### src/rtl/d5m_detect_ctrl_if.sv
// Avalon-MM slave bus between the lightweight HPS bridge and d5m_detect_ctrl.
// Handshake: a transfer happens on every clock edge that samples s_cs with s_read or s_write high;
// there is no waitrequest, and read data is returned in s_readdata exactly one cycle later.
interface d5m_detect_ctrl_if;
    logic        s_cs;
    logic        s_read;
    logic        s_write;
    logic [2:0]  s_address;
    logic [31:0] s_writedata;
    logic [31:0] s_readdata;

    modport master (
        output s_cs, s_read, s_write, s_address, s_writedata,
        input  s_readdata
    );

    modport slave (
        input  s_cs, s_read, s_write, s_address, s_writedata,
        output s_readdata
    );
endinterface

### src/rtl/d5m_detect_ctrl.sv
// D5M motion-detect sequencer: frame-boundary threshold staging, detect debounce, event count, IRQ.
// Optional build macro D5M_DETECT_FRAME_CNT_EN adds a frame-end counter at word address 5.
module d5m_detect_ctrl #(
    parameter int DEBOUNCE_FRAMES = 2,
    parameter int CNT_W           = 16
) (
    input  logic                   iClk,
    input  logic                   iRst_n,
    d5m_detect_ctrl_if.slave       bus,
    input  logic                   iDetect,
    input  logic                   iFVAL,
    output logic [31:0]            oThreshold,
    output logic                   oIrq,
    output logic [1:0]             oDbgState
);
    typedef enum logic [1:0] {
        S_IDLE = 2'd0,
        S_ARM  = 2'd1,
        S_DET  = 2'd2,
        S_REL  = 2'd3
    } state_t;

    localparam logic [3:0]       DF4     = 4'(DEBOUNCE_FRAMES);
    localparam logic [CNT_W-1:0] CNT_MAX = '1;

    logic             det_s1_q, det_s2_q;
    logic             fval_s1_q, fval_s2_q, fval_s3_q;
    logic             fe_q;
    state_t           state_q;
    logic [3:0]       k_q;
    logic             en_q, irq_en_q;
    logic [31:0]      thresh_pend_q, thresh_act_q;
    logic             upd_pend_q, irq_pend_q;
    logic [CNT_W-1:0] event_cnt_q;
    logic [31:0]      rdata_q, rdata_d;
    logic [31:0]      frame_rd;
    logic             wr, rd, enter_det, det;

    assign wr  = bus.s_cs & bus.s_write;
    assign rd  = bus.s_cs & bus.s_read;
    assign det = (state_q == S_DET) || (state_q == S_REL);

    // Only IDLE/ARM can enter DET; REL returning to DET is the same detection, not a new event.
    assign enter_det = fe_q & en_q & det_s2_q &
                       (((state_q == S_IDLE) && (DF4 == 4'd1)) ||
                        ((state_q == S_ARM) && ((k_q + 4'd1) == DF4)));

    // fval_s3_q starts low so the first fe needs a synchronized FVAL high after reset.
    always_ff @(posedge iClk or negedge iRst_n) begin
        if (!iRst_n) begin
            det_s1_q  <= 1'b0;
            det_s2_q  <= 1'b0;
            fval_s1_q <= 1'b0;
            fval_s2_q <= 1'b0;
            fval_s3_q <= 1'b0;
            fe_q      <= 1'b0;
        end else begin
            det_s1_q  <= iDetect;
            det_s2_q  <= det_s1_q;
            fval_s1_q <= iFVAL;
            fval_s2_q <= fval_s1_q;
            fval_s3_q <= fval_s2_q;
            fe_q      <= fval_s3_q & ~fval_s2_q;
        end
    end

    always_ff @(posedge iClk or negedge iRst_n) begin
        if (!iRst_n) begin
            state_q <= S_IDLE;
            k_q     <= 4'd0;
        end else if (!en_q) begin
            state_q <= S_IDLE;
            k_q     <= 4'd0;
        end else if (fe_q) begin
            case (state_q)
                S_IDLE: if (det_s2_q) begin
                    if (DF4 == 4'd1) begin
                        state_q <= S_DET;
                        k_q     <= 4'd0;
                    end else begin
                        state_q <= S_ARM;
                        k_q     <= 4'd1;
                    end
                end
                S_ARM: if (det_s2_q) begin
                    if ((k_q + 4'd1) == DF4) begin
                        state_q <= S_DET;
                        k_q     <= 4'd0;
                    end else begin
                        k_q <= k_q + 4'd1;
                    end
                end else begin
                    state_q <= S_IDLE;
                    k_q     <= 4'd0;
                end
                S_DET: if (!det_s2_q) begin
                    if (DF4 == 4'd1) begin
                        state_q <= S_IDLE;
                        k_q     <= 4'd0;
                    end else begin
                        state_q <= S_REL;
                        k_q     <= 4'd1;
                    end
                end
                S_REL: if (!det_s2_q) begin
                    if ((k_q + 4'd1) == DF4) begin
                        state_q <= S_IDLE;
                        k_q     <= 4'd0;
                    end else begin
                        k_q <= k_q + 4'd1;
                    end
                end else begin
                    state_q <= S_DET;
                    k_q     <= 4'd0;
                end
                default: begin
                    state_q <= S_IDLE;
                    k_q     <= 4'd0;
                end
            endcase
        end
    end

    // Staging uses the pre-write pending value, so a coincident write stays pending for the next frame.
    always_ff @(posedge iClk or negedge iRst_n) begin
        if (!iRst_n) begin
            en_q          <= 1'b1;
            irq_en_q      <= 1'b0;
            thresh_pend_q <= 32'h700;
            thresh_act_q  <= 32'h700;
            upd_pend_q    <= 1'b0;
            irq_pend_q    <= 1'b0;
            event_cnt_q   <= '0;
            rdata_q       <= 32'd0;
        end else begin
            rdata_q <= rdata_d;
            if (wr && bus.s_address == 3'd0) begin
                en_q     <= bus.s_writedata[0];
                irq_en_q <= bus.s_writedata[1];
            end
            if (fe_q && upd_pend_q)
                thresh_act_q <= thresh_pend_q;
            if (wr && bus.s_address == 3'd1) begin
                thresh_pend_q <= bus.s_writedata;
                upd_pend_q    <= 1'b1;
            end else if (fe_q && upd_pend_q) begin
                upd_pend_q <= 1'b0;
            end
            if (enter_det && irq_en_q)
                irq_pend_q <= 1'b1;
            else if (wr && bus.s_address == 3'd3 && bus.s_writedata[2])
                irq_pend_q <= 1'b0;
            if (wr && bus.s_address == 3'd4)
                event_cnt_q <= '0;
            else if (enter_det && event_cnt_q != CNT_MAX)
                event_cnt_q <= event_cnt_q + 1'b1;
        end
    end

`ifdef D5M_DETECT_FRAME_CNT_EN
    logic [31:0] frame_cnt_q;

    always_ff @(posedge iClk or negedge iRst_n) begin
        if (!iRst_n)
            frame_cnt_q <= 32'd0;
        else if (wr && bus.s_address == 3'd5)
            frame_cnt_q <= 32'd0;
        else if (fe_q)
            frame_cnt_q <= frame_cnt_q + 32'd1;
    end

    assign frame_rd = frame_cnt_q;
`else
    assign frame_rd = 32'd0;
`endif

    always_comb begin
        rdata_d = 32'd0;
        if (rd) begin
            case (bus.s_address)
                3'd0:    rdata_d = {30'd0, irq_en_q, en_q};
                3'd1:    rdata_d = thresh_pend_q;
                3'd2:    rdata_d = thresh_act_q;
                3'd3:    rdata_d = {28'd0, upd_pend_q, irq_pend_q, det, det_s2_q};
                3'd4:    rdata_d = 32'(event_cnt_q);
                3'd5:    rdata_d = frame_rd;
                default: rdata_d = 32'd0;
            endcase
        end
    end

    assign bus.s_readdata = rdata_q;
    assign oThreshold     = thresh_act_q;
    assign oIrq           = irq_pend_q & irq_en_q;
    assign oDbgState      = state_q;
endmodule

### src/flat_wrapper.sv
// flat-port wrapper written by rule: the top's interface ports become plain ports
module d5m_detect_ctrl_flat 
#(
    parameter int DEBOUNCE_FRAMES = 2,
    parameter int CNT_W           = 16
)
  (iClk, iRst_n, iDetect, iFVAL, oThreshold, oIrq, oDbgState, bus_s_cs, bus_s_read, bus_s_write, bus_s_address, bus_s_writedata, bus_s_readdata);
  d5m_detect_ctrl_if bus_i ();
  input  logic iClk;
  input  logic iRst_n;
  input  logic iDetect;
  input  logic iFVAL;
  output logic [31:0] oThreshold;
  output logic oIrq;
  output logic [1:0] oDbgState;
  input wire logic [$bits(bus_i.s_cs)-1:0] bus_s_cs;
  input wire logic [$bits(bus_i.s_read)-1:0] bus_s_read;
  input wire logic [$bits(bus_i.s_write)-1:0] bus_s_write;
  input wire logic [$bits(bus_i.s_address)-1:0] bus_s_address;
  input wire logic [$bits(bus_i.s_writedata)-1:0] bus_s_writedata;
  output wire logic [$bits(bus_i.s_readdata)-1:0] bus_s_readdata;
  assign bus_i.s_cs = bus_s_cs;
  assign bus_i.s_read = bus_s_read;
  assign bus_i.s_write = bus_s_write;
  assign bus_i.s_address = bus_s_address;
  assign bus_i.s_writedata = bus_s_writedata;
  assign bus_s_readdata = bus_i.s_readdata;
  d5m_detect_ctrl #(.DEBOUNCE_FRAMES(DEBOUNCE_FRAMES), .CNT_W(CNT_W)) u_core (.iClk(iClk), .iRst_n(iRst_n), .bus(bus_i), .iDetect(iDetect), .iFVAL(iFVAL), .oThreshold(oThreshold), .oIrq(oIrq), .oDbgState(oDbgState));
endmodule
### config.mk
export PLATFORM = sky130hd
export DESIGN_NAME = d5m_detect_ctrl_flat
export DESIGN_NICKNAME = d
export VERILOG_FILES = /design/src/rtl/d5m_detect_ctrl_if.sv /design/src/rtl/d5m_detect_ctrl.sv /design/src/flat_wrapper.sv
export SDC_FILE = /design/constraint.sdc
export NUM_CORES = 1
export LEC_CHECK = 0
export CORE_UTILIZATION = 51
export CTS_CLUSTER_SIZE = 8
export DETAILED_ROUTE_END_ITERATION = 12
export PLACE_DENSITY = 0.79
export SETUP_SLACK_MARGIN = 0.5
export SYNTH_ARGS = -nofsm -noshare
export SYNTH_HDL_FRONTEND = slang
export SYNTH_SLANG_ARGS = --single-unit
### constraint.sdc
create_clock -name iClk -period 2.2 [get_ports iClk]
set_input_delay 0.44 -clock iClk [delete_from_list [all_inputs] [get_ports iClk]]
set_output_delay 0.44 -clock iClk [all_outputs]
set_load 0.01 [all_outputs]
# ---- Yosys cells after proc, flatten, opt, wreduce, memory -nomap -nowiden
# Index checks and enable logic that the tools add are counted.
dict set report classes {
  add_sub_neg 2
  eq_ne 14
  n_mux 25
  bitwise 8
  n_reduce_logical 17
}
# operator count
set ops {}
lappend ops {{case mux 32 bit (5 select lines)} 1}
lappend ops {{two-way mux 16 bit} 2}
lappend ops {{two-way mux 32 bit} 1}
lappend ops {{two-way mux 4 bit} 7}
lappend ops {{adder 16 x 1 -> 16 bit (second input constant)} 1}
lappend ops {{two-way mux 2 bit} 8}
lappend ops {{!= test 16 bit (second input constant)} 1}
lappend ops {{case mux 4 bit (4 select lines)} 1}
lappend ops {{logical AND 1 bit} 9}
lappend ops {{case mux 2 bit (4 select lines)} 1}
lappend ops {{bitwise AND 1 bit} 7}
lappend ops {{equality test 3 x 2 -> 1 bit (second input constant)} 2}
lappend ops {{nonzero test 2 bit} 3}
lappend ops {{AND reduction 5 bit} 1}
lappend ops {{adder 4 x 1 -> 4 bit (second input constant)} 1}
lappend ops {{equality test 2 bit (second input constant)} 2}
lappend ops {{equality test 4 x 2 -> 1 bit (second input constant)} 1}
lappend ops {{two-way mux 1 bit} 4}
lappend ops {{!= test 4 x 3 -> 1 bit (second input constant)} 1}
lappend ops {{!= test 4 bit (second input constant)} 1}
lappend ops {{equality test 3 x 1 -> 1 bit (second input constant)} 1}
lappend ops {{equality test 3 bit (second input constant)} 1}
lappend ops {{zero test 3 bit} 1}
lappend ops {{!= test 3 x 2 -> 1 bit (second input constant)} 1}
lappend ops {{7 further kinds} 7}
dict set report totals {
  reg_bits 128
  input_bits 42
  out_inout_bits 67
}

# ---- Logic depth before layout (Yosys ltp)
# Gate-level depths: netlist (run 1).
dict set report logic_depth {
  word_depth 7
  depth_mapped 9
  depth_no_buf 8
}

# ---- Worst setup path after synthesis (run 1)
# OpenSTA, ideal clock, no wires.
dict set report synth_path {
  path_type {input port to flip-flop}
  start {input port bus_s_address[2]}
  end {register u_core.thresh_pend_q[11]}
  setup_time_ns 0.125
  t_arrival_ns 1.869
  path_slack_ns 0.206
  stages 9
  path_buffers 5
  cell_sequence {buf_2 nor2b_1 buf_2 nor2b_1 buf_4 and3_1 buf_4 buf_6 mux2_2}
}
dict set report synth_via {
  elab_chain_cells 2
}
# item line
set synth_lines {}
lappend synth_lines {{start: declaration} flat_wrapper.sv:19} ;# input wire logic [$bits(bus_i.s_address)-1:0] bus_s_address;
lappend synth_lines {{equality test 3 x 1 -> 1 bit} d5m_detect_ctrl.sv:143} ;# if (wr && bus.s_address == 3'd1) begin
lappend synth_lines {{logical AND 1 bit} d5m_detect_ctrl.sv:143}
lappend synth_lines {{end signal: assignment} d5m_detect_ctrl.sv:144} ;# thresh_pend_q <= bus.s_writedata;
lappend synth_lines {{end: declaration} d5m_detect_ctrl.sv:32} ;# logic [31:0] thresh_pend_q, thresh_act_q;
# Every way passes these cells.
# A chain may end at the register's enable or synchronous reset.

# ---- Worst setup path in the final report (run 1)
dict set report layout_path {
  start {register u_core.fe_q}
  end {register u_core.event_cnt_q[15]}
}
dict set report layout_via {
  elab_chain_cells 5
}
# item line
set layout_lines {}
lappend layout_lines {{start: declaration} d5m_detect_ctrl.sv:28} ;# logic fe_q;
lappend layout_lines {{start signal: assignment} d5m_detect_ctrl.sv:63} ;# fe_q <= fval_s3_q & ~fval_s2_q;
lappend layout_lines {{bitwise AND 1 bit (3 in a row)} d5m_detect_ctrl.sv:44} ;# assign enter_det = fe_q & en_q & det_s2_q &
lappend layout_lines {{logical AND 1 bit} d5m_detect_ctrl.sv:155} ;# else if (enter_det && event_cnt_q != CNT_MAX)
lappend layout_lines {{nonzero test 2 bit (no line)} --}
lappend layout_lines {{end signal: assignment} d5m_detect_ctrl.sv:156} ;# event_cnt_q <= event_cnt_q + 1'b1;
lappend layout_lines {{end: declaration} d5m_detect_ctrl.sv:34} ;# logic [CNT_W-1:0] event_cnt_q;
# Every way passes these cells.

==> results of run 1 <==
-- layout by cell type, fill, tap and decap left out, types with 7 or more instances in the layout --
cell and count:
mux2_4 29, clkdlybuf4s50_1 40, xor2_1 8, dlygate4sd2_1 55
dfstp_2 7, o21ai_0 7, nor2_1 58, clkbuf_16 17
clkdlybuf4s15_1 7, mux2_2 39, nand2_1 9, a22oi_1 34
a21oi_1 14, buf_4 46, nand3_1 17, dfrtp_1 114
dfrtp_2 7
-- repair_timing --
item | in CTS | in global routing
hold buffers | 1 | 0
resized for setup | 99 | 22
endpoints found under the hold margin | 27 | 0
setup endpoints to repair | 83 | 56
cloned | 0 | 1
setup buffers | 23 | 11
pin swaps | 12 | 14
-- worst max-delay path: stages, from the launching register on --
cell and delay [ns]:
dfrtp_1 0.54, nand3_1 0.18, nor3_2 0.19, and2_4 0.25, nand3_2 0.11, or3_1 0.37, a21oi_2 0.14
-- power by group through the flow --
| stage | logic (mW) | clock network, mW | registers (mW) |
|---|---|---|---|
| finish | 1.42 | 2.64 | 3.17 |
| global route | 1.53 | 2.78 | 3.22 |
| CTS | 1.34 | 2.65 | 3.15 |
| detailed placement | 1.37 | 0 | 3.22 |
| global placement | 1.33 | 0 | 3.20 |
| floorplan | 0.605 | 0 | 3.21 |
-- sequential cells by signal (all words and copies together), names as in the netlist --
signal / count
u_core.bus.s_readdata: 32
u_core.det_s1_q: 1
u_core.det_s2_q: 1
u_core.en_q: 1
u_core.event_cnt_q: 16
u_core.fe_q: 1
u_core.fval_s1_q: 1
u_core.fval_s2_q: 1
u_core.fval_s3_q: 1
u_core.irq_en_q: 1
u_core.irq_pend_q: 1
u_core.k_q: 4
u_core.oDbgState: 2
u_core.oThreshold: 32
u_core.thresh_pend_q: 32
u_core.upd_pend_q: 1
-- path summary, 6_finish.rpt --
check                                 from                      end  slack, ns  cells past startpoint
min in group asynchronous           iRst_n            u_core.k_q[3]       0.40                      2
setup reg to reg               u_core.fe_q   u_core.event_cnt_q[15]       0.35                      6
setup / recovery               u_core.fe_q   u_core.event_cnt_q[15]       0.35                      6
hold reg to reg            u_core.det_s1_q          u_core.det_s2_q       0.35                      0
max in group asynchronous           iRst_n  u_core.thresh_pend_q[9]       1.15                      3
hold / removal             u_core.det_s1_q          u_core.det_s2_q       0.35                      0
-- stage by stage --
stage,setup slack (ns),hold WS (ns)
finish,0.354,0.348
global route,0.282,0.348
CTS,0.392,0.338
detailed placement,0.00410,0.336
global placement,-0.00556,0.333
floorplan,0.276,0.144
-- cells in the mapped netlist, types with 7 or more instances --
cell / count / area, um2
nand3_1: 23 / 115
mux2_2: 66 / 743
o21ai_0: 7 / 35.0
nor2_1: 58 / 218
nand2_1: 10 / 37.5
a21oi_1: 14 / 70.1
dfrtp_1: 121 / 3030
clkbuf_1: 11 / 41.3
dfstp_2: 7 / 184
a22oi_1: 34 / 255
xor2_1: 8 / 70.1
nor2b_1: 7 / 43.8
nor3_1: 7 / 35.0
-- metal layers --
layer  vias to the layer above  GRT usage, %
met5                         -             0
met4                         0          7.95
met3                        31          6.99
met2                       176          44.5
met1                      2157          36.0
li1                       1903             -
-- kinds of logic (layout without fill, tap and decap cells) --
family,count (synthesis),in the layout,synth area share (%)
compound gates,70,70,8.83
flops,128,128,59.0
xor+xnor,13,13,2.09
fa+ha+maj,3,3,0.690
simple gates,132,132,11.8
buf+inv,33,202,3.10
mux,70,70,14.4
-- cell type report --
cell class	instances	share of cell area [%]
inverters	5	0.241
flip-flops and latches	128	41.3
clock buffers	19	5.53
well taps	136	2.18
multi-input cells	288	29.7
clock inverters	13	1.62
repair buffers	165	19.4
==> metrics.yaml, run 1 <==
power_and_ir_drop:
  leakage_nw: 3.64
  ir_worst_vdd_mv: 0.483
  switching_power_mw: 2.04
  total_power_mw: 7.22
  swShare_pct: 28.2
  power_frac_seq_pct: 43.8
  power_density_mw_per_mm2: 926
  pwr-share-comb_pct: 19.7
  clkPwrFrac_pct: 36.5
  intPower_mw: 5.18
logic_synthesis:
  async_reset_ff_share_pct: 100
  syn_nets: 494
  yosys_warnings: 0
  synth_cell_types: 50
  synth_area_per_cell_um2: 12.1
  yosys_most_used_dff: "dfrtp_1"
  synthesis.area_mm2: 0.00544
  synthCells: 449
  synth_edf_count: 0
  ys_seq_elements: 128
  ys_seq_area_share_pct: 59.0
cts:
  cts_max_level: 4
  clkLatencyLatePin_ns: 0.52
  cts_tree: "built"
  clk_path_buf_depth: 2
  root_buffer: "clkbuf_8"
  cts_buffers: 17
  clock-sinks: 128
  clk_pin_slew_worst_paths_ns: 0.06
route:
  finalWirelength_um: 14400
  ant_nets: 0
  m1WireLength_um: 6140
  initialDrtViolationCount: 194
  viasPerCell: 5.66
  wl_per_cell_um: 19.1
  dr.pass1.iters: 5
  vias: 4267
  dr_wl_met3_um: 847
  routed.top_layer: "met4"
  drc: 0
  dr_wl_met2_um: 7170
timing:
  min_period_ns: 1.85
  slew_violations: 0
  finalSetupViolations: 0
  tns_ns: 0
  worst_pin_slew_ns: 0.444
  period_share_pct: 83.9
  slew_headroom_pct: 70.4
  fmax_mhz: 542
  fin_worst_skew_ns: 0.00801
  hold_viol: 0
  rsz0062_at_grt: "yes"
worst_setup_path:
  cp-end-kind: "flop"
  cp_max_fo: 10
  path_class: "flop to flop"
  cp-start-kind: "flop"
  critPathArrivalTime_ns: 2.30
  crit_required_ns: 2.65
global_route:
  grt_overflow: 0
  grt_max_degree: 57
  grt_pass1_wl_um: 22900
  grt_pass1_vias: 4358
  antenna_found_initial: 0
  track_usage_pct: 27.2
floorplanning:
  chipHeight_um: 105
  io_pins: 109
  initial_core_util_pct: 52.7
  die_w_um: 105
  dieArea_mm2: 0.0111
  fp.coreArea_mm2: 0.0103
  rows: 37
placement:
  routabilityCongestion: 0.820
  place_area_mm2: 0.00692
  io_buffers: 108
  place_inst: 686
  hpwl_um: 8750
final_layout:
  fin_util_pct: 75.6
  syn_to_final_growth_pct: 43.4
  fillers: 635
  nNetsFinal: 650
  drive_gt1_share_pct: 33.8
  regArea_mm2: 0.00322
  multiInputGateArea_mm2: 0.00232
  design_area_mm2: 0.00780
  fin_cells: 754
  antenna_cells: 0
flow_run:
  maxCapViolCount: 0
run_status:
  outcome: "completed"
hold_path:
  hold_class: "flop to flop"
No activity file was read; power rests on OpenSTA's default activity.
==> run 2: changes to the inputs <==
clock period = 1.93 ns   (was 2.2 ns; I/O delays follow)
==> metrics.yaml, run 2 (same netlist as run 1, synthesis figures left out) <==
floorplanning:
  initial_core_util_pct: 52.7
  io_pins: 109
  rows: 37
  fp.coreArea_mm2: 0.0103
  chipHeight_um: 105
  die_w_um: 105
  dieArea_mm2: 0.0111
worst_setup_path:
  path_class: "flop to flop"
  cp-start-kind: "flop"
  crit_slowest_cell: "or4_4"
  timing.rr.start: "u_core.event_cnt_q[9]"
  cp-end-kind: "flop"
  crit_required_ns: 2.34
  rr_endpoint: "u_core.event_cnt_q[1]"
  critPathArrivalTime_ns: 2.26
  cp_max_fo: 5
  critPathMaxStageDelay_ns: 0.54
  cp_cell_sequence: "nand4_1 -> or4_4 -> buf_6 -> and2_4 -> mux2i_1 -> nor2_1"
  rrSetupSlack_ns: 0.09
  rr_worst_depth: 6
placement:
  routabilityCongestion: 0.837
  place_inst: 713
  io_buffers: 108
  pre_cts_ws_ns: -0.279
  place_area_mm2: 0.00714
  hpwl_um: 9260
timing:
  worst_pin_slew_ns: 0.455
  min_period_ns: 1.84
  period_share_pct: 95.4
  holdWs_ns: 0.275
  fin_worst_skew_ns: 0.00844
  fmax_mhz: 543
  setup_slack_ns: 0.0888
  slew_headroom_pct: 69.6
  slew_violations: 0
  rsz0062_at_grt: "yes"
  hold_viol: 0
  finalSetupViolations: 0
  tns_ns: 0
final_layout:
  fin_util_pct: 80.6
  antenna_cells: 0
  mostFrequentLayoutCell: "dfrtp_1"
  final_cell_mix: "dfrtp_1 (118), buf_4 (98), nor2_1 (58)"
  design_area_mm2: 0.00832
  fillers: 529
  nNetsFinal: 709
  drive_gt1_share_pct: 50.0
  syn_to_final_growth_pct: 52.9
  fin_cells: 812
cts:
  cts_buffers: 17
  clkLatencyLatePin_ns: 0.54
  root_buffer: "clkbuf_8"
  cts_tree: "built"
  clk_path_buf_depth: 2
  clock-sinks: 128
  cts_max_level: 4
  clk_pin_slew_worst_paths_ns: 0.06
route:
  routed.top_layer: "met4"
  drc: 0
  dr.pass1.iters: 5
  finalWirelength_um: 17100
  wl_per_cell_um: 21.0
  viasPerCell: 5.73
  vias: 4649
  initialDrtViolationCount: 428
  m1WireLength_um: 6770
  dr_wl_met3_um: 1090
  dr_wl_met2_um: 8680
  ant_nets: 0
power_and_ir_drop:
  total_power_mw: 9.16
  ir_worst_vdd_mv: 0.651
  leakage_nw: 3.96
  power_density_mw_per_mm2: 1100
global_route:
  antenna_found_initial: 0
  track_usage_pct: 29.6
  grt_max_degree: 85
  grt_pass1_wl_um: 24600
  grt_overflow: 0
  grt_pass1_vias: 4666
hold_path:
  hold_class: "input pin to async pin"
flow_run:
  maxCapViolCount: 0
run_status:
  outcome: "completed"
[run 2: power breakdown]
part | internal, mW | total (mW) | switching [mW]
Combinational | 1.31 | 2.19 | 0.882
Sequential | 3.20 | 3.60 | 0.401
Clock | 2.19 | 3.37 | 1.18
Total | 6.69 | 9.16 | 2.46
[run 2: area by class of cell]
cell class / instances / area [um2] / share of cell area [%]
timing repair buffer: 224 / 1880 / 22.6
clock buffer: 21 / 459 / 5.52
sequential: 128 / 3220 / 38.7
tap: 136 / 170 / 2.05
clock inverter: 10 / 159 / 1.91
inverter: 5 / 18.8 / 0.226
multi-input combinational: 288 / 2420 / 29.1
[run 2: how the worst max path moves through the flow]
stage          slack [ns]  cells past startpoint                       end                   from
6_report             0.09                      6     u_core.event_cnt_q[1]  u_core.event_cnt_q[9]
2_1_floorplan        0.06                      9  u_core.thresh_pend_q[11]       bus_s_address[2]
4_1_cts              0.17                      1             oThreshold[8]   u_core.oThreshold[8]
3_3_place_gp        -0.26                      6   u_core.thresh_pend_q[7]       bus_s_address[0]
5_1_grt              0.05                      6     u_core.event_cnt_q[1]  u_core.event_cnt_q[7]
3_5_place_dp        -0.28                      6  u_core.thresh_pend_q[19]       bus_s_address[0]
[run 2: layer usage]
| metal | GRT usage [%] | vias up |
|---|---|---|
| li1 | - | 2026 |
| met3 | 8.97 | 51 |
| met2 | 49.3 | 231 |
| met1 | 37.0 | 2341 |
| met4 | 9.76 | 0 |
| met5 | 0 | - |
[run 2: critical path: cells and delay by family (launching register included)]
kind	cells	cell delay [ns]
buf+inv	1	0.14
flops	1	0.41
mux	1	0.21
simple gates	4	0.96
[run 2: repair_timing]
action	in CTS	in global routing
gates cloned	1	1
setup buffers	48	17
resized for setup	319	26
hold buffers	1	0
pin swaps	15	8
endpoints found under the setup margin	145	116
endpoints found under the hold margin	14	0
==> run 3: changes to the inputs <==
GPL_ROUTABILITY_DRIVEN = 1   (was not set)
HOLD_SLACK_MARGIN = 0.02   (was not set)
==> results of run 3 <==
The final DEF is identical to that of run 2; final timing and power are the same.
